### config.mk
export PLATFORM = sky130hd
export DESIGN_NAME = ex_muldiv
export DESIGN_NICKNAME = d
export VERILOG_FILES = /design/src/rtl/ex_muldiv.sv
export SDC_FILE = /design/constraint.sdc
export NUM_CORES = 2
export LEC_CHECK = 0
export ABC_CLOCK_PERIOD_IN_PS = 15600
export CAP_MARGIN = 20
export CORE_MARGIN = 4
export CORE_UTILIZATION = 50
export CTS_BUF_LIST = sky130_fd_sc_hd__clkbuf_8 sky130_fd_sc_hd__clkbuf_16
export CTS_CLUSTER_DIAMETER = 50
export CTS_CLUSTER_SIZE = 25
export DETAILED_ROUTE_END_ITERATION = 10
export PLACE_DENSITY = 0.68
export RECOVER_POWER = 25
export SKIP_LAST_GASP = 1
export SYNTH_ARGS = -nofsm -noshare
export SYNTH_HDL_FRONTEND = slang
export SYNTH_SLANG_ARGS = --single-unit
### constraint.sdc
create_clock -name clk -period 15.6 [get_ports clk]
set_input_delay 1.56 -clock clk [delete_from_list [all_inputs] [get_ports clk]]
set_output_delay 1.56 -clock clk [all_outputs]
set_load 0.02 [all_outputs]
### src/rtl/ex_muldiv.sv
// ex_muldiv: iterative RV64M multiply/divide unit for the execute stage (shift-add multiply, restoring divide).
// Optional: define MULDIV_FAST_MUL_EN to resolve every multiply in one cycle with a combinational multiplier.
module ex_muldiv #(
  parameter int XLEN = 64
) (
  input  logic            clk,
  input  logic            rst,
  input  logic            start,
  input  logic            flush,
  input  logic [2:0]      op,
  input  logic            word,
  input  logic [XLEN-1:0] src1,
  input  logic [XLEN-1:0] src2,
  output logic            stall_req,
  output logic [XLEN-1:0] result,
  output logic            result_valid
);

  typedef enum logic [1:0] {IDLE, CALC, DONE} state_t;
  state_t state, state_next;

  logic [127:0] acc, acc_next, mul_next, div_next, fast_raw;
  logic [63:0]  opnd, a_ext, b_ext, sx1, mag1, mag2, special_res, iter_res;
  logic [64:0]  mul_sum, div_shift;
  logic [65:0]  div_diff;
  logic [5:0]   cnt;
  logic [2:0]   r_op;
  logic         r_word, r_neg1, r_neg2;
  logic         is_div, s1_signed, s2_signed, neg1, neg2, div0, ovf, special, fast_mul;

  function automatic logic [63:0] sext32(input logic [31:0] v);
    return {{32{v[31]}}, v};
  endfunction

  function automatic logic [63:0] fin_mul(input logic [127:0] raw, input logic neg,
                                          input logic [1:0] sel, input logic w);
    logic [127:0] p;
    p = neg ? -raw : raw;
    if (w) return sext32(p[31:0]);
    return (sel == 2'b00) ? p[63:0] : p[127:64];
  endfunction

  // Divide state is {remainder, quotient}; word quotients end up in the low 32 bits.
  function automatic logic [63:0] fin_div(input logic [127:0] v, input logic n1, input logic n2,
                                          input logic rem_sel, input logic w);
    logic [63:0] q, r;
    q = w ? {32'b0, v[31:0]} : v[63:0];
    r = v[127:64];
    if (n1 ^ n2) q = -q;
    if (n1) r = -r;
    if (rem_sel) return w ? sext32(r[31:0]) : r;
    return w ? sext32(q[31:0]) : q;
  endfunction

  assign is_div    = op[2];
  assign s1_signed = is_div ? ~op[0] : (op[1:0] != 2'b11);
  assign s2_signed = is_div ? ~op[0] : ~op[1];
  assign sx1       = word ? sext32(src1[31:0]) : src1;
  assign a_ext     = (word && !s1_signed) ? {32'b0, src1[31:0]} : sx1;
  assign b_ext     = word ? (s2_signed ? sext32(src2[31:0]) : {32'b0, src2[31:0]}) : src2;
  assign neg1      = s1_signed & a_ext[63];
  assign neg2      = s2_signed & b_ext[63];
  assign mag1      = neg1 ? -a_ext : a_ext;
  assign mag2      = neg2 ? -b_ext : b_ext;
  assign div0      = (b_ext == 64'd0);
  assign ovf       = ~op[0] & (b_ext == '1) &
                     (word ? (src1[31:0] == 32'h8000_0000) : (src1 == 64'h8000_0000_0000_0000));
  assign special   = is_div & (div0 | ovf);
  assign special_res = div0 ? (op[1] ? sx1 : '1) : (op[1] ? 64'd0 : sx1);

`ifdef MULDIV_FAST_MUL_EN
  assign fast_mul = ~is_div;
  assign fast_raw = {64'b0, mag1} * {64'b0, mag2};
`else
  assign fast_mul = 1'b0;
  assign fast_raw = '0;
`endif

  // One radix-2 step of either algorithm; opnd holds the multiplicand or the divisor magnitude.
  assign mul_sum   = {1'b0, acc[127:64]} + (acc[0] ? {1'b0, opnd} : 65'd0);
  assign mul_next  = {mul_sum, acc[63:1]};
  assign div_shift = {acc[127:64], acc[63]};
  assign div_diff  = {1'b0, div_shift} - {2'b0, opnd};
  assign div_next  = div_diff[65] ? {div_shift[63:0], acc[62:0], 1'b0}
                                  : {div_diff[63:0], acc[62:0], 1'b1};
  assign acc_next  = r_op[2] ? div_next : mul_next;
  assign iter_res  = r_op[2] ? fin_div(acc_next, r_neg1, r_neg2, r_op[1], r_word)
                             : fin_mul(r_word ? {64'b0, acc_next[95:32]} : acc_next,
                                       r_neg1 ^ r_neg2, r_op[1:0], r_word);

  always_ff @(posedge clk or negedge rst) begin
    if (!rst) state <= IDLE;
    else      state <= state_next;
  end

  always_comb begin
    state_next = state;
    if (flush) state_next = IDLE;
    else begin
      case (state)
        IDLE: if (start) state_next = (special || fast_mul) ? DONE : CALC;
        CALC: if (cnt == 6'd0) state_next = DONE;
        DONE: state_next = IDLE;
        default: state_next = IDLE;
      endcase
    end
  end

  always_comb begin
    stall_req    = start & ~flush & (state != DONE);
    result_valid = (state == DONE);
  end

  // A flush freezes the datapath so result keeps its previous value.
  always_ff @(posedge clk or negedge rst) begin
    if (!rst) begin
      acc <= '0; opnd <= '0; cnt <= '0; r_op <= '0;
      r_word <= 1'b0; r_neg1 <= 1'b0; r_neg2 <= 1'b0; result <= '0;
    end else if (!flush) begin
      case (state)
        IDLE: if (start) begin
          r_op   <= op;
          r_word <= word;
          r_neg1 <= neg1;
          r_neg2 <= neg2;
          cnt    <= word ? 6'd31 : 6'd63;
          opnd   <= is_div ? mag2 : mag1;
          acc    <= is_div ? {64'b0, (word ? {mag1[31:0], 32'b0} : mag1)} : {64'b0, mag2};
          if (special)       result <= special_res;
          else if (fast_mul) result <= fin_mul(fast_raw, neg1 ^ neg2, op[1:0], word);
        end
        CALC: begin
          acc <= acc_next;
          cnt <= cnt - 6'd1;
          if (cnt == 6'd0) result <= iter_res;
        end
        default: ;
      endcase
    end
  end

endmodule

# Word level (Yosys, flattened, before mapping)
# Cells that the tools add are included.
dict set report word_totals {
  ff_bits 270
  input_bits 136
  output_inout_bits 66
  word_cells 99
}
dict set report classes {
  n_eq_ne 12
  n_mux 47
  reduce_logical 11
  addsub 8
  bitwise 12
}
# op n
set op_table {}
lappend op_table {{$mux W64} 27}
lappend op_table {{$mux W128} 5}
lappend op_table {{$neg A64 Y64} 4}
lappend op_table {{$pmux W128 S2} 1}
lappend op_table {{$eq A64 B64 Y1 const B} 2}
lappend op_table {{$neg A128 Y128} 1}
lappend op_table {{$pmux W64 S2} 1}
lappend op_table {{$sub A65 B64 Y66} 1}
lappend op_table {{$add A64 B64 Y65} 1}
lappend op_table {{$logic_not A64 Y1} 1}
lappend op_table {{$eq A32 B32 Y1 const B} 1}
lappend op_table {{$mux W6} 2}
lappend op_table {{$pmux W6 S2} 1}
lappend op_table {{$ne A2 B2 Y1 const B} 5}
lappend op_table {{$mux W2} 4}
lappend op_table {{$and A1 B1 Y1} 7}
lappend op_table {{$logic_not A6 Y1} 1}
lappend op_table {{$ne A3 B3 Y1 const B} 2}
lappend op_table {{$reduce_and A3 Y1} 2}
lappend op_table {{$sub A6 B1 Y6 const B} 1}
lappend op_table {{$mux W1} 5}
lappend op_table {{$reduce_and A5 Y1} 1}
lappend op_table {{$logic_not A2 Y1} 2}
lappend op_table {{$pmux W2 S2} 1}
lappend op_table {{other kinds (9)} 11}

# Longest topological paths before layout
dict set report depth {
  ltp_word 13
  mapped_depth 26
  mapped_depth_nobuf 23
}

# Worst setup path after synthesis
# Ideal clock, no wire load.
dict set report synth_path {
  kind {register -> register}
  from {register r_word}
  to {register result[40]}
  setup_time_ps 137
  required_time_ps 15463
  arrival_ps 5911
  slack_ps 9552
  stages_incl_launch_ff 27
  period_less_slack_ps 6048
  n_path_buf 12
  cell_sequence {dfrtp_1 -> buf_2 -> buf_4 -> buf_4 -> buf_2 -> clkbuf_1 -> clkbuf_1 -> clkbuf_1 -> buf_1 -> clkbuf_1 -> clkbuf_1 -> clkbuf_1 -> nor2_1 -> nor2_1 -> ha_1 -> and3_1 -> nand2_1 -> or3_1 -> a221oi_1 -> nand4_2 -> nor3_2 -> and2_1 -> buf_2 -> nand3_1 -> mux2i_1 -> a2111oi_0 -> nor3_1}
}
dict set report synth_between {
  elab_chain_cells 8
  word_cells_on_any_way 17
  classes_between {2 x add/sub; 15 x mux}
}
# element line_no
set synth_rtl {}
lappend synth_rtl {{from (decl)} 28} ;# logic r_word, r_neg1, r_neg2;
lappend synth_rtl {{from (signal assigned)} 123} ;# r_word <= word;
lappend synth_rtl {{$mux W128 or $mux W64 (tied branches)} {88, 47}}
lappend synth_rtl {{$neg A128 Y128 or $neg A64 Y64 (tied branches)} {38, 49}}
lappend synth_rtl {{$mux W128 or $mux W64 (tied branches)} {38, 49}}
lappend synth_rtl {{$mux W64 (on tied branches)} {40, 39, 52}}
lappend synth_rtl {{$mux W64 (on tied branches)} {40, 52}}
lappend synth_rtl {{$mux W64 (*)} 87} ;# assign iter_res = r_op[2] ? fin_div(acc_next, r_neg1, r_neg2, r_op[1], r_word)
lappend synth_rtl {{$mux W64 (*)} 135} ;# if (cnt == 6'd0) result <= iter_res;
lappend synth_rtl {{$pmux W64 S2 (*)} 120} ;# case (state)
lappend synth_rtl {{to (signal assigned)} 129} ;# if (special) result <= special_res;
lappend synth_rtl {{to (signal assigned)} 130} ;# else if (fast_mul) result <= fin_mul(fast_raw, neg1 ^ neg2, op[1:0], word);
lappend synth_rtl {{to (signal assigned)} 135}
lappend synth_rtl {{to (decl)} 15} ;# output logic [XLEN-1:0] result,
# Every way passes the cells marked *; elsewhere a longest branch is shown, timed or not. The select of a mux whose other input is x is not followed.
# A chain may end at the register's enable or synchronous reset.

==> results.json <==
{
  "postRouteAntennaNets": 0,
  "nFillCells": 7537,
  "grt.total_usage_pct": 55.2,
  "hpwl_um": 184000,
  "cts.reportedPaths.clkPinSlew_ns": 0.07,
  "setup_viol_count_final": 0,
  "nNetsFinal": 5850,
  "post-route-min-period_ns": 10.19,
  "synth_edf_count": 0,
  "syn_area_per_cell_um2": 6.95,
  "root_buffer": "clkbuf_16",
  "cts-resized-gates": 0,
  "cp_common_cell": "clkbuf_1",
  "fin_crit_sh_pct": 65.3,
  "worst_hold_slack_ns": 0.482,
  "wl_um": 237000,
  "vdd_ir_drop_max_v": 0.000131,
  "initial_core_util_pct": 50.4,
  "synthAdderAreaFrac_pct": 5.17,
  "max_stage_delay_ns": 4.12,
  "yosysWarnings": 0,
  "cp_max_fo": 88,
  "min_to": "opnd[49]",
  "outcome": "complete, but fails checks",
  "powerDensity_mw_per_mm2": 193,
  "viasPerCell": 7.47,
  "final_common_cell": "nand2_1",
  "syn_inst": 5618,
  "maxSlewHeadroom_pct": -303,
  "power_leakage_nw": 17.0,
  "maxCapViolCount": 2,
  "skew_ns": 0.0966,
  "seq_area_mm2": 0.00677,
  "syn_nets": 5891,
  "htreeDepth": 2,
  "rsz0062_at_grt": "no",
  "antenna_found_initial": 16,
  "clock-sinks": 270,
  "synth_flop_cell": "dfrtp_1",
  "cts_buffer_depth": 3,
  "ys_ff_latch": 270,
  "dpl-instance-area_mm2": 0.0415,
  "grt_max_degree": 122,
  "worstRegToRegCells": 17,
  "first_pass_iters": 9,
  "total_power_w": 0.00836,
  "place_ws_ns": 7.91,
  "gp_congestion": 1.16,
  "r2r_setup_slack_ns": 7.25,
  "fin_tns_setup_ns": 0,
  "crit_slowest_cell": "clkbuf_1",
  "ios": 202,
  "core-area_mm2": 0.0775,
  "final_cell_area_mm2": 0.0434,
  "critPathLaunchType": "primary input",
  "min_path_cells": 2,
  "final_cell_mix": "669 x nand2_1, 566 x nor2_1, 562 x o21ai_0, 525 x a21oi_1, 266 x dfrtp_1",
  "r2r_start": "r_op[2]",
  "synth_top_family_by_area": "compound AO/OA/AOI/OAI gates",
  "cts_made_buffers": 51,
  "fmax_mhz": 98.1,
  "via_count": 49810,
  "hold_class": "flip-flop to flip-flop",
  "num_rows": 102,
  "slew_violations": 159,
  "setup_ws_ns": 5.41,
  "path_class": "primary input to async pin",
  "fp.dieH_um": 287,
  "tightest_slew_ns": 6.05,
  "cts_hold_buf": 0,
  "area_delta_synth_final_pct": 11.1,
  "drc": 0,
  "cp.required_ns": 14.86,
  "dieWidth_um": 287,
  "hold_start": "opnd[49]",
  "hold_viol_final": 0,
  "drive_gt1_share_pct": 7.56,
  "multi_input_area_mm2": 0.0300,
  "netlist_area_mm2": 0.0391,
  "crit_chain": "clkbuf_1, clkbuf_1, clkbuf_1",
  "synth-simple-area-share_pct": 25.5,
  "cts_tree": "done",
  "post_cts_buffers": 0,
  "portBuffers": 201,
  "muxShareOfSynthArea_pct": 4.97,
  "crit_arrival_ns": 9.45,
  "async_flop_share_pct": 100,
  "drt_iter0_drc": 9027,
  "cp-end-kind": "async pin",
  "synth_seq_area_share_pct": 17.3,
  "die_area_mm2": 0.0826,
  "reg2reg_to": "result[1]",
  "synth_cell_type_count": 127,
  "synth_compound_area_share_pct": 32.6,
  "clock_latency_ns": 0.71,
  "grt_pass1_wl_um": 332000,
  "synthXorXnorAreaFrac_pct": 8.28,
  "wire_per_inst_um": 35.6,
  "grt_pass1_vias": 45479,
  "grt_overflow": 0,
  "violations": "max-capacitance violations, max-slew violations"
}
[cell families after synthesis]
| logic type | count (synthesis) |
|---|---|
| multiplexers | 184 |
| flip-flops | 270 |
| AO/OA/AOI/OAI | 1986 |
| XOR/XNOR | 369 |
| buffers and inverters | 567 |
| adder cells (fa/ha/maj) | 166 |
| AND/OR/NAND/NOR | 2076 |
[sequential cells by signal, summed over array words and instances (netlist names)]
signal	count
acc	128
r_neg1	1
cnt	6
opnd	64
result	64
r_word	1
r_op	3
state	2
r_neg2	1
[synth_stat cells (all sizes together), types with 28 or more instances]
master    n  area share (%)
o221ai   36            0.81
a22o     33            0.74
or4      30            0.62
o31ai    62             1.2
a21o     63             1.2
xnor2   228             5.1
mux2i   126             3.2
dfrtp   270              17
nand2b   33            0.53
o41ai    28            0.85
o22ai    33            0.53
a21oi   537             7.0
nor3    177             2.3
o21a     31            0.60
nand3   120             1.6
a31oi    98             1.6
nor4     70             1.4
a221oi   40            0.96
or3      57            0.91
and2     39            0.62
maj3     29            0.74
nor2    571             5.5
ha      135             4.3
o211ai   64             1.2
o21ai   611             7.9
inv     150             1.4
xor2    141             3.2
a211oi   62             1.3
clkbuf  282             2.7
mux2     56             1.6
nor2b    35            0.56
and3     54            0.87
nand2   671             6.5
nand4   111             1.8
buf     131             1.9
[worst max-delay path, delay by kind of cell]
family / cells / cell delay (ns)
buf+inv: 3 / 7.66
[final cells by class]
type,instances,area share [%]
antenna,10,0.0577
clock inverter,42,1.10
multi-input combinational,4781,69.2
inverter,154,1.34
sequential,270,15.6
tap,1040,3.00
clock buffer,53,3.01
timing repair buffer,319,6.68
[through the flow]
step,utilization (%),cells
6_report,56.0,6669
4_1_cts,55.9,6649
2_1_floorplan,-,5618
3_3_place_gp,53.5,6550
3_5_place_dp,53.6,6554
5_1_grt,56.0,6664
[power breakdown]
part | total [W] | internal (W) | switching [W]
Sequential | 0.00123 | 0.000897 | 0.000333
Clock | 0.00118 | 0.000679 | 0.000499
Combinational | 0.00595 | 0.00170 | 0.00425
[worst max path at each step]
stage,startpoint,endpoint,cells after the start,slack (ns)
floorplan,r_word,result[40],26,9.55
global placement,r_op[2],result[1],17,7.84
detailed placement,r_op[2],result[1],17,7.91
CTS,r_op[2],result[1],17,7.81
global route,rst,r_word,3,4.36
finish,rst,r_word,3,5.41
[routing by layer]
metal / track usage, % / share of wire (%)
met5: 1.43 / 0.075
met4: 49.1 / 12
met3: 23.1 / 15
met2: 77.7 / 39
met1: 63.5 / 34
Note: power is estimated with default switching activity, not from simulation.
